--- src/rtl/uart_receiver.sv ---
// rtl/uart_receiver.sv - UART receive stage: 8 data bits LSB first, optional parity, 1 stop bit.
// Samples each bit at mid-bit from the synchronized start edge; flags parity and framing errors.
module uart_receiver #(
  parameter int CLK_FREQ             = 50_000_000,
  parameter int BAUD_RATE            = 9_600,
  parameter int CLOCK_CYCLES_PER_BIT = CLK_FREQ / BAUD_RATE,
  parameter int PARITY_EN            = 1,
  parameter int PARITY_ODD           = 0
) (
  input  logic       clk,
  input  logic       rst,
  input  logic       rx,
  output logic [7:0] rx_data,
  output logic       rx_valid,
  output logic       parity_err,
  output logic       frame_err,
  output logic       busy,
  output logic [3:0] led
);

  localparam logic [31:0] LAST    = 32'(CLOCK_CYCLES_PER_BIT - 1);
  localparam logic [31:0] HALF_M1 = 32'((CLOCK_CYCLES_PER_BIT / 2) - 1);
  localparam logic        PAR_EN  = (PARITY_EN != 0);
  localparam logic        PAR_ODD = (PARITY_ODD != 0);

  typedef enum logic [2:0] {
    IDLE,
    START,
    DATA,
    PARITY,
    STOP,
    DONE,
    BREAK
  } state_t;

  state_t      state;
  logic        rx_meta;
  logic        rx_s;
  logic        rx_d;
  logic [31:0] cnt;
  logic [2:0]  bit_idx;
  logic [7:0]  shift;
  logic        perr;
  logic        stop_sample;

  always_ff @(posedge clk) begin
    if (!rst) begin
      rx_meta     <= 1'b1;
      rx_s        <= 1'b1;
      rx_d        <= 1'b1;
      state       <= IDLE;
      cnt         <= 32'd0;
      bit_idx     <= 3'd0;
      shift       <= 8'd0;
      perr        <= 1'b0;
      stop_sample <= 1'b1;
      rx_data     <= 8'd0;
      rx_valid    <= 1'b0;
      parity_err  <= 1'b0;
      frame_err   <= 1'b0;
      busy        <= 1'b0;
      led         <= 4'd0;
    end else begin
      rx_meta  <= rx;
      rx_s     <= rx_meta;
      rx_d     <= rx_s;
      rx_valid <= 1'b0;

      case (state)
        IDLE: begin
          if (rx_d && !rx_s) begin
            cnt   <= 32'd0;
            state <= START;
            busy  <= 1'b1;
          end
        end

        // Re-check the line at mid start bit so short glitches are dropped.
        START: begin
          if (cnt == HALF_M1) begin
            cnt <= 32'd0;
            if (!rx_s) begin
              bit_idx <= 3'd0;
              state   <= DATA;
            end else begin
              state <= IDLE;
              busy  <= 1'b0;
            end
          end else begin
            cnt <= cnt + 32'd1;
          end
        end

        DATA: begin
          if (cnt == LAST) begin
            cnt            <= 32'd0;
            shift[bit_idx] <= rx_s;
            bit_idx        <= bit_idx + 3'd1;
            if (bit_idx == 3'd7) begin
              state <= PAR_EN ? PARITY : STOP;
            end
          end else begin
            cnt <= cnt + 32'd1;
          end
        end

        PARITY: begin
          if (cnt == LAST) begin
            cnt   <= 32'd0;
            perr  <= (^shift) ^ rx_s ^ PAR_ODD;
            state <= STOP;
          end else begin
            cnt <= cnt + 32'd1;
          end
        end

        STOP: begin
          if (cnt == LAST) begin
            cnt         <= 32'd0;
            stop_sample <= rx_s;
            state       <= DONE;
          end else begin
            cnt <= cnt + 32'd1;
          end
        end

        DONE: begin
          rx_data    <= shift;
          rx_valid   <= 1'b1;
          parity_err <= PAR_EN & perr;
          frame_err  <= ~stop_sample;
          if (!(PAR_EN & perr) && stop_sample) begin
            led <= shift[4:1];
          end
          if (stop_sample) begin
            state <= IDLE;
            busy  <= 1'b0;
          end else begin
            state <= BREAK;
          end
        end

        // A line held low after a bad stop bit must go high before a new start is accepted.
        BREAK: begin
          if (rx_s) begin
            state <= IDLE;
            busy  <= 1'b0;
          end
        end

        default: begin
          state <= IDLE;
          busy  <= 1'b0;
        end
      endcase
    end
  end

endmodule

--- config.mk ---
export PLATFORM = sky130hd
export DESIGN_NAME = uart_receiver
export DESIGN_NICKNAME = d
export VERILOG_FILES = /design/src/rtl/uart_receiver.sv
export SDC_FILE = /design/constraint.sdc
export NUM_CORES = 1
export LEC_CHECK = 0
export BUFFER_PORTS_ARGS = -buffer_cell sky130_fd_sc_hd__buf_4
export CAP_MARGIN = 10
export CORE_ASPECT_RATIO = 0.9
export CORE_MARGIN = 4
export CORE_UTILIZATION = 40
export CTS_CLUSTER_SIZE = 10
export DETAILED_ROUTE_END_ITERATION = 8
export GPL_TIMING_DRIVEN = 0
export PLACE_DENSITY_LB_ADDON = 0.05
export SYNTH_ARGS = -nofsm -noshare
export SYNTH_HDL_FRONTEND = slang
export SYNTH_SLANG_ARGS = --single-unit
--- constraint.sdc ---
create_clock -name clk -period 2.7 [get_ports clk]
set_clock_uncertainty 0.1 [all_clocks]
set_input_delay 0.81 -clock clk [delete_from_list [all_inputs] [get_ports clk]]
set_output_delay 0.81 -clock clk [all_outputs]
set_load 0.01 [all_outputs]
==> metrics.cfg <==
[outcome]
outcome=completed

[sta]
finalMaxSlewViolations=0
fmax_mhz=393
setup_viol=0
fin_crit_sh_pct=94.2
tns_ns=0
hold_violations=0
min_period_ns=2.54
rsz0062_at_grt=yes
relSlewSlack_pct=30.6
tightest_slew_ns=1.03

[placement]
place_congestion=0.775
dpl.hpwl_microns=5810
portBuffers=18

[setup_path]
critPathMaxFanout=10
cp-end-kind=register
worst-endpoint-arrival_ns=2.69
crit_buf_inv=1
path_delay_family=simple AND/OR/NAND/NOR gates
cp_cell_sequence=ha_2 > nand4_1 > or4_4 > a2bb2oi_4 > nand2_2 > o21ai_4 > buf_4 > nor2_1
path_class=register to register
required_ns=2.85
cp_slowest_cell=or4_4
cp-start-kind=register
slowest_delay_ns=0.56

[global_route]
grt_pass1_wl_microns=13200
grt.total_usage_pct=16.9
grt.overflow.total=0
grt_pass1_vias=2572
grt_max_degree=13
antenna_found_initial=0

[clock_network]
ctsHoldBuffers=0
ctsResizeCount=2
post_cts.repair.setup_buffers=0
cts.sinks=67
cts_buffers=9
htreeDepth=3
clk_latency_ns=0.35
cts_tree=yes
clkTransAtPathRegs_ns=0.08
cts.path.max_buffers=2
ctsRootBufferMaster=clkbuf_8

[yosys]
ys_types=58
post-synth-top-area-cell=dfxtp_1
syn_inst=384
ys_top_cells_by_area=dfxtp_1, mux2i_1, nor2_1
synth-edff-count=0
syn_avg_cell_area_sq_um=8.63
synth_area_sq_mm=0.00331
yosysMostFrequentCell=dfxtp_1
yosys_most_used_dff=dfxtp_1
ys_ff_latch=67
ys_async_sr_fraction_pct=0
seq_area_frac_synth_pct=40.5
yosys_warnings=0
synth_top_area_share_pct=40.5
syn_nets=390
yosys-top-cells-count=dfxtp_1, nor2_1, nand2_1, mux2i_1, nand3_1

[finish]
layout.nets=419
insertedDiodeCount=0
utilization_pct=47.3
fillCellCount=804
area_growth_pct=15.1
layout-drive-gt1-share_pct=12.7

[route]
ant_nets=0
vias=2816
drtIter0Drc=129
via_per_inst=5.45
dr.pass1.iters=5
drcViolationCount=0
wl_per_cell_microns=15.4
wirelength_microns=7970

[min_path]
hold_class=register to register

[die]
die_area_sq_mm=0.00981
die_y_microns=94.4
rows=31
core_sq_mm=0.00807
initial_core_util_pct=41.1
io_pins=19
fp.dieW_microns=104

[pwr]
vdd_drop_max_v=0.000204
powerDensity_mw_per_mm2=529
p_leak_nw=1.39

[run]
drv_cap=0

## state kept, by name (all words and copies together), names as in the netlist
name and flops:
busy 1, rx_valid 1, frame_err 1, rx_data 8
shift 8, led 4, stop_sample 1, cnt 32
rx_meta 1, bit_idx 3, rx_d 1, rx_s 1
parity_err 1, perr 1, state 3
## cells by family (layout without fill, tap and decap cells)
family / count (synthesis) / count (layout) / synth area share, %
mux: 22 / 22 / 6.64
simple gates: 198 / 198 / 31.8
compound gates: 43 / 43 / 9.74
xor+xnor: 26 / 26 / 6.87
buf+inv: 25 / 59 / 3.32
flops: 67 / 67 / 40.5
fa+ha+maj: 3 / 3 / 1.13
## path summary, 6_finish.rpt
check | from | cells past startpoint | slack (ns) | to
setup / recovery | cnt[0] | 8 | 0.16 | cnt[8]
hold / removal | rx_meta | 1 | 0.32 | rx_s
setup reg to reg | cnt[0] | 8 | 0.16 | cnt[8]
hold reg to reg | rx_meta | 1 | 0.32 | rx_s
## layer usage
layer | part of all wire, % | wire length, microns | GRT usage (%)
met1 | 55 | 4360 | 25.2
met2 | 41 | 3240 | 23.5
met3 | 3.7 | 296 | 4.78
met4 | 0.94 | 75 | 4.98
met5 | 0 | 0 | 0
## power breakdown
part           switching (mW)  internal, mW  total, mW
Sequential            0.00596         0.992      0.998
Combinational          0.0617        0.0278     0.0894
Clock                   0.410         0.522      0.932
## stage by stage
step	power [mW]	setup slack, ns	hold WS (ns)	std cells	cell area, sq um
after floorplan	1.08	0.425	0.286	384	3310
after global placement	1.11	-0.184	0.296	501	3570
after detailed placement	1.11	-0.220	0.319	501	3570
after CTS	2.05	0.0443	0.336	517	3800
after global routing	2.09	-0.00164	0.340	517	3820
final	2.02	0.157	0.322	517	3820
## area by class of cell
type / count / area (sq um) / share of cell area, %
Timing Repair Buffer: 18 / 135 / 3.54
Sequential cell: 67 / 1340 / 35.1
Multi-Input combinational cell: 292 / 1890 / 49.4
Buffer: 18 / 85.1 / 2.23
Tap cell: 99 / 124 / 3.25
Inverter: 7 / 26.3 / 0.689
Clock inverter: 6 / 90.1 / 2.36
Clock buffer: 10 / 128 / 3.34
## layout by cell type (no fill, tap or decap), drive strengths merged, types with 3 or more instances in the layout
| cell type | netlist | routed |
|---|---|---|
| a21oi | 9 | 9 |
| and3 | 6 | 6 |
| and4 | 4 | 4 |
| buf | 5 | 23 |
| clkbuf | 13 | 23 |
| clkinv | 0 | 3 |
| dfxtp | 67 | 67 |
| ha | 3 | 3 |
| inv | 7 | 7 |
| mux2i | 22 | 22 |
| nand2 | 37 | 37 |
| nand2b | 4 | 4 |
| nand3 | 23 | 23 |
| nand3b | 3 | 3 |
| nand4 | 18 | 18 |
| nor2 | 54 | 54 |
| nor2b | 4 | 4 |
| nor3 | 14 | 14 |
| nor4 | 10 | 10 |
| o21ai | 11 | 11 |
| o311ai | 9 | 9 |
| or3 | 5 | 5 |
| or4 | 5 | 5 |
| xnor2 | 14 | 14 |
| xor2 | 12 | 12 |
No activity file was read; power rests on OpenSTA's default activity.
